<file path="config.mk">
export PLATFORM = sky130hd
export DESIGN_NAME = sio_uart_rx
export DESIGN_NICKNAME = d
export VERILOG_FILES = /design/src/rtl/sio_uart_rx.sv
export SDC_FILE = /design/constraint.sdc
export NUM_CORES = 1
export LEC_CHECK = 0
export BUFFER_PORTS_ARGS = -buffer_cell sky130_fd_sc_hd__buf_2
export CORE_AREA = 4 4 75 63
export DETAILED_ROUTE_END_ITERATION = 8
export DIE_AREA = 0 0 79 67
export PLACE_DENSITY = 0.71
export REMOVE_ABC_BUFFERS = 1
export SYNTH_ARGS = -nofsm -noshare
export SYNTH_HDL_FRONTEND = slang
export SYNTH_SLANG_ARGS = --single-unit
</file>
<file path="constraint.sdc">
create_clock -name clk -period 4.3 [get_ports clk]
set_input_delay 0 -clock clk [delete_from_list [all_inputs] [get_ports clk]]
set_output_delay 0 -clock clk [all_outputs]
set_load 0.02 [all_outputs]
</file>
<file path="src/rtl/sio_uart_rx.sv">
// sio_uart_rx: 8N1 LSB-first serial receiver with one-byte holding register,
// sticky framing/overrun flags and a CPU read strobe.
module sio_uart_rx #(
    parameter int CLKS_PER_BIT = 5208
) (
    input  logic       clk,
    input  logic       rst,
    input  logic       rxd,
    input  logic       rd,
    output logic [7:0] rx_data,
    output logic       rx_full,
    output logic       frame_err,
    output logic       overrun,
    output logic       busy
);
    typedef enum logic [1:0] {IDLE, START, DATA, STOP} state_t;

    localparam logic [15:0] HALF = 16'(CLKS_PER_BIT / 2 - 1);
    localparam logic [15:0] FULL = 16'(CLKS_PER_BIT - 1);

    state_t      state_q;
    logic        rxd_m_q, rxd_s_q, armed_q;
    logic [15:0] bit_cnt_q;
    logic [2:0]  idx_q;
    logic [7:0]  shreg_q, rx_data_q;
    logic        rx_full_q, frame_err_q, overrun_q;
    logic        bit_end, deliver;

    assign bit_end   = bit_cnt_q == FULL;
    assign deliver   = state_q == STOP && bit_end;
    assign rx_data   = rx_data_q;
    assign rx_full   = rx_full_q;
    assign frame_err = frame_err_q;
    assign overrun   = overrun_q;
    assign busy      = state_q != IDLE;

    always_ff @(posedge clk) begin
        if (rst) begin
            state_q     <= IDLE;
            rxd_m_q     <= 1'b1;
            rxd_s_q     <= 1'b1;
            armed_q     <= 1'b0;
            bit_cnt_q   <= 16'd0;
            idx_q       <= 3'd0;
            shreg_q     <= 8'h00;
            rx_data_q   <= 8'h00;
            rx_full_q   <= 1'b0;
            frame_err_q <= 1'b0;
            overrun_q   <= 1'b0;
        end else begin
            rxd_m_q   <= rxd;
            rxd_s_q   <= rxd_m_q;
            bit_cnt_q <= bit_cnt_q + 16'd1;
            case (state_q)
                // a new start edge is only accepted after the line has been seen high
                IDLE: begin
                    if (rxd_s_q) armed_q <= 1'b1;
                    else if (armed_q) begin
                        state_q   <= START;
                        bit_cnt_q <= 16'd0;
                    end
                end
                START: if (bit_cnt_q == HALF) begin
                    state_q   <= rxd_s_q ? IDLE : DATA;
                    bit_cnt_q <= 16'd0;
                    idx_q     <= 3'd0;
                end
                DATA: if (bit_end) begin
                    shreg_q   <= {rxd_s_q, shreg_q[7:1]};
                    idx_q     <= idx_q + 3'd1;
                    bit_cnt_q <= 16'd0;
                    if (idx_q == 3'd7) state_q <= STOP;
                end
                STOP: if (bit_end) begin
                    state_q   <= IDLE;
                    bit_cnt_q <= 16'd0;
                    armed_q   <= 1'b0;
                end
                default: state_q <= IDLE;
            endcase
            if (rd) begin
                rx_full_q   <= 1'b0;
                frame_err_q <= 1'b0;
                overrun_q   <= 1'b0;
            end
            // a read on the delivery clock frees the register for the new byte
            if (deliver) begin
                if (!rx_full_q || rd) begin
                    rx_data_q <= shreg_q;
                    rx_full_q <= 1'b1;
                end else overrun_q <= 1'b1;
                if (!rxd_s_q) frame_err_q <= 1'b1;
            end
        end
    end
endmodule

</file>
## After elaboration in Yosys (flattened, before gate mapping)

Index checks and enable logic that the tools add are counted.
Widths: inputs -> output; s select.

- RAM bits: 0
- Register bits after elaboration: 43
- Bits in latches: 0
- Word-level logic and storage cells: 67
- Bits of input ports: 4
- Output and inout port bits: 12
- Memory bits (read-only): 0
- Memories: 0

- Divide/modulo/power cells: 0
- Magnitude comparators: 0
- Equality and inequality tests: 13
- $mul: 0
- Shifts and indexed selects: 0
- Reduce and logical (&&, ||, !) cells: 13
- Add/sub/neg operators: 2
- Multiplexer cells: 28
- Bitwise gates (word level): 0

Operator list:

| cell | number |
|---|---|
| $mux 16 | 4 |
| $pmux 16 s3 | 1 |
| $add 16x1->16 const B | 1 |
| $eq 16x12->1 const B | 1 |
| $eq 16x13->1 const B | 1 |
| $mux 2 | 7 |
| $ne 2x2->1 const B | 7 |
| $mux 1 | 11 |
| $pmux 2 s4 | 1 |
| $mux 3 | 2 |
| $pmux 3 s2 | 1 |
| $reduce_and 3->1 | 2 |
| $reduce_and 6->1 | 1 |
| $reduce_bool 2->1 | 3 |
| $eq 2x2->1 const B | 2 |
| $reduce_and 2->1 | 2 |
| $add 3x1->3 const B | 1 |
| $eq 3x3->1 const B | 1 |
| $eq 2x1->1 const B | 1 |
| $logic_not 2->1 | 1 |
| $pmux 1 s2 | 1 |
| $reduce_or 2->1 | 1 |
| $logic_and 1x1->1 | 1 |
| $logic_not 1->1 | 1 |
| $logic_or 1x1->1 | 1 |

## Depth between registers and ports, before layout

- Depth after elaboration: 4
- Mapped depth: 7
- Depth with buffers taken out: 5

## Worst setup path after synthesis

No wires, ideal clock.

- Path type: register to register
- Start point: register bit_cnt_q[0]
- End point: register frame_err_q (netlist: frame_err)
- Period minus slack after synthesis: 2.238 ns
- Path slack: 2.062 ns
- Arrival: 2.168 ns
- Data required time: 4.230 ns
- Cell stages (with the launch flop): 7
- Buffers on the path: 1
- Setup time: 0.070 ns
- Cells stage by stage: dfxtp_1 ha_1 or4b_1 or4_4 buf_6 or3_1 a21oi_1

- Longest elaborated chain between the ends: 3

Ends and longest elaborated chain:

| what | RTL line | text |
|---|---|---|
| start, declared | 23 | `logic [15:0] bit_cnt_q;` |
| start signal, assigned | 53 | `bit_cnt_q <= bit_cnt_q + 16'd1;` |
| $eq 16x13->1 | 29 | `assign bit_end = bit_cnt_q == FULL;` |
| $logic_and 1x1->1 | 30 | `assign deliver = state_q == STOP && bit_end;` |
| $mux 1 | 87 | `if (deliver) begin` |
| end signal, assigned | 48 | `frame_err_q <= 1'b0;` |
| end signal, assigned | 83 | `frame_err_q <= 1'b0;` |
| end signal, assigned | 92 | `if (!rxd_s_q) frame_err_q <= 1'b1;` |
| end, declared | 26 | `logic rx_full_q, frame_err_q, overrun_q;` |

No other way between the ends.
A chain may end at the register's enable or synchronous reset.

## Worst setup path after layout

- Start point: register bit_cnt_q[0]
- End point: register bit_cnt_q[10]

- Longest elaborated chain between the ends: 4
- Elaborated cells between the ends (all ways): 8
- Those cells by class: add/sub: 1; eq/ne: 2; mux: 5

Ends and longest elaborated chain:

| what | RTL line | text |
|---|---|---|
| $add 16x1->16 | 53 |  |
| $mux 16 | 58 | `else if (armed_q) begin` |
| $mux 16 | 57 | `if (rxd_s_q) armed_q <= 1'b1;` |
| $pmux 16 s3 * | 54 | `case (state_q)` |

Mark *: on every way between the ends. The rest lies on a longest branch, timed or not.

==> qor.txt <==
worst min-delay path class: input pin to flip-flop
share of cells above drive strength 1: 15.0%
Crit Path Category: flip-flop to flip-flop
first element of the critical path: bit_cnt_q[0]
vias in the first global route: 1,407
Skew-Pair Late Insertion Delay: 0.30 ns
Layout Area Growth over Synthesis: 10.5%
top cells by area, synth: dfxtp_1, a21oi_1, nand3_1
status: finished, final reports clean
Gate power share: 4.4%
Crit path largest cell delay: 0.64 ns
GPL Wtd Cong: 0.868
total number of vias: 1,603
Post-synth EDFFs: 0
die area: 5290 um2
Post-Route Setup TNS: 0 ns
Vias/cell: 5.51
warnings from Yosys: 0
DR iter-0 viols: 125
Primary FF master, synth: dfxtp_1
Starting Density: 48.1%
sw frac: 22.4%
Layout Skew: 0.00517 ns
post_cts resized: 0
gr usage total: 15.8%
Ant. Diodes: 0
Final Hold Fails: 0
Clock Power Share: 37.0%
Core Area: 4050 um2
count of cell types in the netlist: 41
Die X: 79 um
Sink Count: 43
DRC Markers: 0
Crit path arrival time: 2.84 ns
CTS tree: done
post-route ant nets: 0
critical path's slowest cell: or4_4
Max Slew Vio Count: 0
Crit Path Max Fanout: 21
Final setup viols: 0
Worst VDD drop: 0.231 mV
Static Leak: 0.000711 uW
DR pass1 iterations: 4
Int Power: 543 uW
critical path data required time: 4.46 ns
WL final: 3800 um
Layout fillers: 409
clock buffer depth: 2
Reg power frac: 58.6%
dominant cell type by area after synthesis: dfxtp_1
Levels on crit path: 5
Clk pin slew, worst setup/hold paths: 0.08 ns
hold path start: rst
fin nets: 241
sequential share of the synthesized area: 44.3%
RSZ-0062 raised after global routing: false
Avg Cell Area, Syn: 8.72 um2
slew margin rel.: 48.4%
Num CTS Buffers: 5
power per cell area: 326 nW/um2
initial antenna violation count: 0
ys async rst share: 0%
WHS Path Cells: 2
hpwl dp: 2530 um
Design Power: 700 uW
register bit total from synthesis: 43
first-pass GRT wire length: 6530 um
FF-to-FF Start: bit_cnt_q[0]
htree depth: 2
Synth Instances: 223
Routed WL per cell: 13.1 um
kind of cell adding the most delay to the critical path: simple AND/OR/NAND/NOR gates
largest net degree at the start of global routing: 33
CP Buf/Inv Count: 0
final non-filler cell area: 2150 um2
GR Overflow Total: 0
period utilization: 62.4%
I/O Buffers: 15
fmax: 373 MHz
Post-Syn Area: 1940 um2
Synth top area share: 44.3%
P_sw: 156 uW
Rows: 21
num ports: 16
max-cap check violation count: 0
crit-path cells: ha_1 > or4b_1 > or4_4 > a22oi_2 > nor2_1
Area after DPL: 2040 um2
Crit. End Element: flip-flop
Die Height: 67 um
critical path launch point type: flip-flop
min cycle time layout: 2.68 ns
measured slew at the worst slew-check pin: 0.772 ns
Reg2Reg Depth: 5
clk root buf: clkbuf_8
[state kept, by name (all words and copies together) (netlist names), named ones only]
| signal | flops |
|---|---|
| armed_q | 1 |
| rx_full | 1 |
| state_q | 1 |
| overrun | 1 |
| bit_cnt_q | 16 |
| rx_data | 8 |
| rxd_m_q | 1 |
| shreg_q | 8 |
| frame_err | 1 |
| idx_q | 3 |
| rxd_s_q | 1 |
[final cells by class]
class	count	area, um2	area share, %
inverters	7	26.3	1.22
well taps	57	71.3	3.32
flip-flops and latches	43	861	40.1
multi-input cells	159	1000	46.5
clock inverters	1	5.00	0.233
clock buffers	6	82.6	3.84
repair buffers	18	103	4.78
[routing by layer]
| layer | part of all wire, % | track usage, % | wire [um] | vias up |
|---|---|---|---|---|
| met5 | 0 | 0 | 0 | - |
| met4 | 1.1 | 4.51 | 40 | 0 |
| met3 | 4.6 | 6.62 | 176 | 4 |
| met2 | 43 | 22.7 | 1630 | 25 |
| met1 | 51 | 21.6 | 1960 | 744 |
| li1 | - | - | - | 830 |
[worst paths after layout]
kind	endpoint	slack [ns]
worst max-delay path	bit_cnt_q[10]	1.62
worst min-delay path	rx_full	0.16
worst min register to register	rxd_s_q	0.41
worst max register to register	bit_cnt_q[10]	1.62
[Yosys cell counts, types with 3 or more instances]
| cell | count |
|---|---|
| nor4b_1 | 3 |
| inv_1 | 7 |
| nor3_1 | 4 |
| clkbuf_1 | 10 |
| nand2_1 | 7 |
| nor2b_1 | 4 |
| dfxtp_1 | 43 |
| a21oi_1 | 24 |
| buf_2 | 3 |
| nor4_1 | 3 |
| nor2_1 | 16 |
| o21ai_0 | 11 |
| or3_1 | 4 |
| nand4_1 | 11 |
| o31ai_1 | 9 |
| nand2b_1 | 5 |
| xnor2_1 | 8 |
| or2_2 | 6 |
| xor2_1 | 3 |
| nand3_1 | 14 |
| ha_1 | 3 |
| nor4bb_1 | 3 |
[logic make-up (layout without fill, tap and decap cells)]
group / Yosys count / in the layout / synth area share [%]
xor+xnor: 11 / 11 / 4.96
buf+inv: 21 / 32 / 4.63
simple gates: 90 / 90 / 27.0
mux: 2 / 2 / 1.09
fa+ha+maj: 3 / 3 / 1.93
compound gates: 53 / 53 / 16.2
flops: 43 / 43 / 44.3
[timing repair]
item / CTS / global route
hold buffers: 2 / 0
buffers inserted: 0 / 0
endpoints found under the hold margin: 3 / 0
[cells in the final DEF, fill, tap and decap left out, types with 2 or more instances in the layout]
cell type      netlist  layout
nor2_1              16      16
o31ai_1              9       9
o22ai_1              2       2
ha_1                 3       3
or4_1                2       2
xor2_1               3       3
nand2b_1             5       5
dfxtp_1             43      43
nor3_1               4       4
dlygate4sd3_1        0       2
inv_1                7       7
nand3_1             14      14
or3_1                4       4
nor4b_1              3       3
clkbuf_8             0       6
nor4_1               3       2
nand4_1             11      11
nor2b_1              4       4
buf_2                3      15
or2_2                6       6
o21ai_0             11      11
a21oi_1             24      24
nor4bb_1             3       3
xnor2_1              8       8
a211oi_1             2       2
nand2_1              7       7
[power by group through the flow]
stage | combinational (uW) | clock, uW | sequential (uW)
finish | 30.7 | 259 | 410
global route | 36.0 | 280 | 411
CTS | 31.0 | 264 | 410
detailed placement | 29.5 | 0 | 419
global placement | 29.0 | 0 | 419
floorplan | 19.8 | 0 | 418
[metrics by stage]
| stage | hold slack [ns] | utilization [%] | instances | setup slack (ns) |
|---|---|---|---|---|
| after floorplan | 0.0691 | - | 209 | 1.02 |
| after global placement | 0.184 | 50.4 | 282 | 1.65 |
| after detailed placement | 0.186 | 50.4 | 282 | 1.60 |
| after CTS | 0.150 | 53.1 | 291 | 1.57 |
| after global routing | 0.169 | 53.1 | 291 | 1.36 |
| final | 0.156 | 53.1 | 291 | 1.62 |
(Power assumes the default switching activity.)
